<file path="src/rtl/sipo_deserializer.sv">
// sipo_deserializer
//   Serial-in, parallel-out receiver. Collects WIDTH framed bits from a
//   bit-serial stream (the serial output of the 4-bit parallel-load shift
//   register) and presents the assembled word in a one-entry output register
//   with a valid/ready handshake. Overrun caused by a stalled consumer is
//   flagged in a sticky overflow bit.
//
//   Optional feature macro: SIPO_PARITY_CHECK_EN
//     When defined, every frame carries one trailing even-parity bit and
//     parity_err reports the parity check for the word in out_data. When
//     undefined, frames are exactly WIDTH bits and parity_err is tied to 0.
//
// Parameters
//   WIDTH      data bits per frame (2..32)
//   LSB_FIRST  1: first received bit -> out_data[0]
//              0: first received bit -> out_data[WIDTH-1]
//
// Ports
//   clock      rising-edge clock
//   clear      asynchronous active-low reset of all state
//   sin        serial data bit
//   sin_valid  qualifies sin and start
//   start      marks the current bit as bit 0 of a new frame
//   out_data   assembled word (output register)
//   out_valid  out_data holds an unconsumed word
//   out_ready  consumer accepts the word when out_valid && out_ready
//   busy       a frame is partially received
//   overflow   sticky: a completed word was dropped
//   ovf_clr    synchronous clear of overflow (a same-edge set wins)
//   parity_err parity check result registered with out_data
module sipo_deserializer #(
  parameter int WIDTH     = 4,
  parameter bit LSB_FIRST = 1'b1
) (
  input  logic             clock,
  input  logic             clear,
  input  logic             sin,
  input  logic             sin_valid,
  input  logic             start,
  output logic [WIDTH-1:0] out_data,
  output logic             out_valid,
  input  logic             out_ready,
  output logic             busy,
  output logic             overflow,
  input  logic             ovf_clr,
  output logic             parity_err
);

  localparam int CNT_W = $clog2(WIDTH);
  localparam logic [CNT_W-1:0] LAST = CNT_W'(WIDTH - 1);

`ifdef SIPO_PARITY_CHECK_EN
  typedef enum logic [1:0] {
    IDLE = 2'd0,
    RECV = 2'd1,
    PAR  = 2'd2
  } state_t;
`else
  typedef enum logic [1:0] {
    IDLE = 2'd0,
    RECV = 2'd1
  } state_t;
`endif

  state_t           state, state_nxt;
  logic [CNT_W-1:0] cnt_p0, cnt_nxt;
  logic [CNT_W-1:0] pos;
  logic [CNT_W-1:0] slot;
  logic [WIDTH-1:0] word_p0, word_cap;
  logic             cap;
  logic             commit;
  logic             accept;
  logic             drop;

  // Map a frame bit position to its slot in the assembled word.
  function automatic logic [CNT_W-1:0] slot_of(input logic [CNT_W-1:0] p);
    if (LSB_FIRST) slot_of = p;
    else           slot_of = LAST - p;
  endfunction

  always_ff @(posedge clock or negedge clear) begin
    if (!clear) state <= IDLE;
    else        state <= state_nxt;
  end

  // Next-state logic. A start-qualified bit always restarts the frame at
  // position 0, whatever state the receiver is in.
  always_comb begin
    state_nxt = state;
    cnt_nxt   = cnt_p0;
    cap       = 1'b0;
    commit    = 1'b0;
    pos       = '0;
    case (state)
      IDLE: begin
        if (sin_valid && start) begin
          cap       = 1'b1;
          cnt_nxt   = CNT_W'(1);
          state_nxt = RECV;
        end
      end
      RECV: begin
        if (sin_valid) begin
          cap = 1'b1;
          if (start) begin
            cnt_nxt = CNT_W'(1);
          end else begin
            pos = cnt_p0;
            if (cnt_p0 == LAST) begin
              cnt_nxt   = '0;
`ifdef SIPO_PARITY_CHECK_EN
              state_nxt = PAR;
`else
              commit    = 1'b1;
              state_nxt = IDLE;
`endif
            end else begin
              cnt_nxt = cnt_p0 + CNT_W'(1);
            end
          end
        end
      end
`ifdef SIPO_PARITY_CHECK_EN
      PAR: begin
        if (sin_valid) begin
          if (start) begin
            cap       = 1'b1;
            cnt_nxt   = CNT_W'(1);
            state_nxt = RECV;
          end else begin
            // sin is the parity bit here; it is not stored in the word
            commit    = 1'b1;
            state_nxt = IDLE;
          end
        end
      end
`endif
      default: state_nxt = IDLE;
    endcase
  end

  // Word including the bit captured this cycle, so that the final data bit
  // can be committed on the same edge that samples it.
  always_comb begin
    slot     = slot_of(pos);
    word_cap = word_p0;
    for (int k = 0; k < WIDTH; k++) begin
      if (cap && (slot == CNT_W'(k))) word_cap[k] = sin;
    end
  end

  assign accept = commit && (!out_valid || out_ready);
  assign drop   = commit && out_valid && !out_ready;
  assign busy   = (state != IDLE);

  // ---- stage p0: frame assembly ----
  always_ff @(posedge clock or negedge clear) begin
    if (!clear) begin
      cnt_p0  <= '0;
      word_p0 <= '0;
    end else begin
      cnt_p0  <= cnt_nxt;
      word_p0 <= word_cap;
    end
  end

  // ---- output register: one-entry handshake buffer ----
  always_ff @(posedge clock or negedge clear) begin
    if (!clear) begin
      out_data  <= '0;
      out_valid <= 1'b0;
      overflow  <= 1'b0;
    end else begin
      if (accept) begin
        out_data  <= word_cap;
        out_valid <= 1'b1;
      end else if (out_valid && out_ready) begin
        out_valid <= 1'b0;
      end
      if (drop)         overflow <= 1'b1;
      else if (ovf_clr) overflow <= 1'b0;
    end
  end

`ifdef SIPO_PARITY_CHECK_EN
  // Even parity: XOR over data and parity bit is 0 for a clean frame.
  always_ff @(posedge clock or negedge clear) begin
    if (!clear)      parity_err <= 1'b0;
    else if (accept) parity_err <= (^word_p0) ^ sin;
  end
`else
  assign parity_err = 1'b0;
`endif

endmodule

</file>
<file path="config.mk">
export PLATFORM = sky130hd
export DESIGN_NAME = sipo_deserializer
export DESIGN_NICKNAME = d
export VERILOG_FILES = /design/src/rtl/sipo_deserializer.sv
export SDC_FILE = /design/constraint.sdc
export NUM_CORES = 1
export LEC_CHECK = 0
export CAP_MARGIN = 30
export CORE_MARGIN = 2
export CORE_UTILIZATION = 40
export DETAILED_ROUTE_END_ITERATION = 12
export MAX_ROUTING_LAYER = met4
export PLACE_DENSITY = 0.68
export SKIP_LAST_GASP = 1
export SYNTH_ARGS = -nofsm -noshare
export SYNTH_HDL_FRONTEND = slang
export SYNTH_SLANG_ARGS = --single-unit
</file>
<file path="constraint.sdc">
create_clock -name clock -period 4.15 [get_ports clock]
set_clock_uncertainty 0.2 [all_clocks]
set_input_delay 0.83 -clock clock [delete_from_list [all_inputs] [get_ports clock]]
set_output_delay 0.83 -clock clock [all_outputs]
set_load 0.01 [all_outputs]
</file>
==> impl_table.tex <==
\begin{tabular}{lr}
\hline
Metric & Value \\
\hline
\multicolumn{2}{l}{\textbf{Floorplanning}} \\
\quad Starting density of the core & 0.437 \\
\quad Die Footprint & 2030 sq um \\
\quad Core Footprint & 1540 sq um \\
\quad Die width & 45.0 um \\
\quad Number of ports placed on the die boundary & 15 \\
\quad Die outline height & 45.0 um \\
\quad Num rows & 14 \\
\multicolumn{2}{l}{\textbf{Yosys}} \\
\quad EDFF count, synth & 0 \\
\quad Syn Area/Cell & $\sim$11 sq um \\
\quad Ys async rst share & 1.00 \\
\quad Ys flop type & sky130\_fd\_sc\_hd\_\_dfrtp\_1 \\
\quad Count of cell types in the netlist & 28 \\
\quad Share of synthesized area occupied by flip-flops and latches & 0.483 \\
\quad Post-synthesis instance total & 63 \\
\quad Cell area after synthesis & $\sim$670 sq um \\
\quad Mapped Nets & 71 \\
\quad Number of flip-flops and latches in the synthesized netlist & 13 \\
\quad Synthesis Warnings & 0 \\
\multicolumn{2}{l}{\textbf{Timing}} \\
\quad Post-route fraction of the period consumed by the critical path & 0.608 \\
\quad Shortest clock period the worst path allows after layout & 2.52 ns \\
\quad Maximum clock frequency & 396 MHz \\
\quad Headroom to the max-slew limit & 0.611 \\
\quad Final Hold Viols & 0 \\
\quad Setup tns final & 0 ns \\
\quad Unrepaired setup endpoints after global routing & no \\
\quad Crit path setup slack, layout & roughly 1.6 ns \\
\quad Worst slew pin tran & around 0.58 ns \\
\quad Pins Over Slew Limit & 0 \\
\quad Final setup violating endpoints & 0 \\
\multicolumn{2}{l}{\textbf{Global routing}} \\
\quad Met1 capacity usage during global routing & 0.213 \\
\quad Total grt overflow & 0 \\
\quad Busiest grt layer & met2 \\
\quad Number of global-route vias before repair & 554 \\
\quad Antenna violations before repair & 0 \\
\quad Met2 layer usage reported by global route & 0.266 \\
\quad Global-route met3 utilization & 0.0360 \\
\quad Global-route wire length before repair & 2420 um \\
\quad Overall Global Routing Usage & 0.173 \\
\quad Largest net degree at the start of global routing & 14 \\
\multicolumn{2}{l}{\textbf{Final layout}} \\
\quad Filler cell count & $\sim$140 \\
\quad Layout cells sized above 1 & 0.130 \\
\quad Commonest cells after routing, fill and taps aside & sky130\_fd\_sc\_hd\_\_dfrtp\_1, sky130\_fd\_sc\_hd\_\_clkdlybuf4s50\_1, sky130\_fd\_sc\_hd\_\_nand2\_1, sky130\_fd\_sc\_hd\_\_nand3\_1, sky130\_fd\_sc\_hd\_\_o21ai\_0 \\
\quad Nets@finish & 86 \\
\quad Final standard cell utilization of the core & 0.534 \\
\quad Diode insertion count for antenna repair & 0 \\
\quad Synthesis-to-finish area growth & 22.3\% \\
\multicolumn{2}{l}{\textbf{Critical path}} \\
\quad Maximum fanout along the worst path & 12 \\
\quad Crit path largest cell delay & 0.61 ns \\
\quad Worst endpoint data arrival time & 1.49 ns \\
\quad Crit path capture type & primary output \\
\quad Kind of cell adding the most delay to the critical path & buffers and inverters \\
\quad Category of the worst setup path launch point & flip-flop \\
\quad Worst path bufs/invs & 1 \\
\quad Required time of the critical path & about 3.1 ns \\
\quad Start-to-end type of the worst setup path & flip-flop to primary output \\
\quad Cell breakdown of the critical path & clkdlybuf4s50\_1 \\
\quad Critical-path cell with the highest stage delay & sky130\_fd\_sc\_hd\_\_clkdlybuf4s50\_1 \\
\multicolumn{2}{l}{\textbf{Clock network}} \\
\quad Number of sinks driven by the clock tree & 13 \\
\quad Master cell of the clock root buffer & sky130\_fd\_sc\_hd\_\_clkbuf\_4 \\
\quad Clock tree from TritonCTS & done \\
\quad H-Tree Depth & 1 \\
\quad Total clock buffers created by CTS & 3 \\
\quad Setup Fix Bufs, Post-CTS & 0 \\
\quad Clock Path Buffers & 2 \\
\quad Clock latency of the later-clocked register in the worst-skew pair & 0.28 ns \\
\quad Clock-pin slew on the worst setup and hold paths & roughly 0.090 ns \\
\quad Post-cts repair resize count & 0 \\
\quad Post-CTS Hold Fix Bufs & 0 \\
\multicolumn{2}{l}{\textbf{Route}} \\
\quad First-pass detailed-route iteration total & 4 \\
\quad Antenna-violating nets left & 0 \\
\quad Remaining routing DRC violations & 0 \\
\quad Final wirelength & 1340 um \\
\quad Detailed-route vias per instance & 5.65 \\
\quad Routed wire per std cell & 14.4 um \\
\quad Vias after detailed routing & 525 \\
\quad Drt initial violations & 13 \\
\multicolumn{2}{l}{\textbf{Power and ir drop}} \\
\quad Cell area power density & 600 nW/um\^{}2 \\
\quad Total Power Consumption & around 0.5 mW \\
\quad Maximum vdd ir drop & about 0.3 mV \\
\quad Leakage & 0.357 nW \\
\multicolumn{2}{l}{\textbf{Hold path}} \\
\quad Path category of the worst min-delay check & flip-flop to flip-flop \\
\multicolumn{2}{l}{\textbf{Place}} \\
\quad Buffers on Ports & 13 \\
\quad Place WS & $\sim$1.7 ns \\
\quad Routability Congestion & 0.769 \\
\quad Post-DP HPWL & 916 um \\
\multicolumn{2}{l}{\textbf{Run}} \\
\quad Reported max-cap violation count & 0 \\
\multicolumn{2}{l}{\textbf{Outcome}} \\
\quad Status & completed \\
\hline
\end{tabular}
## stage by stage
step | cell area (sq um) | cells | hold WS (ns)
2_1_floorplan | 673 | 63 | 0.262
3_3_place_gp | 797 | 89 | 0.291
3_5_place_dp | 797 | 89 | 0.297
4_1_cts | 823 | 93 | 0.320
5_1_grt | 823 | 93 | 0.350
6_report | 823 | 93 | 0.316
## cell type report
| type | count | area (sq um) | share of cell area |
|---|---|---|---|
| flip-flops and latches | 13 | 325 | 0.395 |
| multi-input cells | 44 | 310 | 0.377 |
| repair buffers | 13 | 130 | 0.158 |
| clock buffers | 4 | 26.3 | 0.0319 |
| well taps | 16 | 20.0 | 0.0243 |
| inverters | 3 | 11.3 | 0.0137 |
## kinds of logic (layout without fill, tap and decap cells)
family / Yosys count / count (layout) / share of synthesized area
compound gates: 17 / 17 / 0.164
fa+ha+maj: 1 / 1 / 0.0186
buf+inv: 6 / 20 / 0.0558
flops: 13 / 13 / 0.483
other cells: 1 / 1 / 0.00557
simple gates: 25 / 25 / 0.273
## routing by layer
metal | vias to the layer above | routed length, um
li1 | 260 | -
met1 | 253 | 635
met2 | 8 | 649
met3 | 4 | 38
met4 | 0 | 15
met5 | - | 0
## flip-flops by register name, summed over array words and instances, names as in the netlist
signal     cells
overflow       1
out_data       4
cnt_p0         2
out_valid      1
state          1
word_p0        4
## cells in the mapped netlist (2+ instances only)
| cell type | n | share of area |
|---|---|---|
| sky130_fd_sc_hd__nand3_1 | 4 | 0.030 |
| sky130_fd_sc_hd__dfrtp_1 | 13 | 0.48 |
| sky130_fd_sc_hd__nand3b_1 | 2 | 0.022 |
| sky130_fd_sc_hd__o21ai_0 | 4 | 0.030 |
| sky130_fd_sc_hd__a21oi_1 | 3 | 0.022 |
| sky130_fd_sc_hd__buf_4 | 2 | 0.022 |
| sky130_fd_sc_hd__inv_1 | 3 | 0.017 |
| sky130_fd_sc_hd__o22ai_1 | 2 | 0.019 |
| sky130_fd_sc_hd__a31oi_1 | 3 | 0.028 |
| sky130_fd_sc_hd__nand2_1 | 9 | 0.050 |
## worst paths after layout
path,from,to,slack (ns),depth (start not counted)
max in group asynchronous,clear,word_p0[2],2.65,1
setup reg to reg,cnt_p0[0],out_data[2],2.49,4
min in group asynchronous,clear,cnt_p0[1],0.71,1
hold / removal,word_p0[1],word_p0[1],0.32,2
hold reg to reg,word_p0[1],word_p0[1],0.32,2
setup / recovery,state[0],busy,1.63,1
## power by group
group | total (mW) | internal (mW) | switching, mW
Sequential | 0.221 | 0.176 | 0.0448
Clock | 0.0801 | 0.0373 | 0.0428
Combinational | 0.193 | 0.105 | 0.0871
Note: power is estimated with default switching activity, not from simulation.
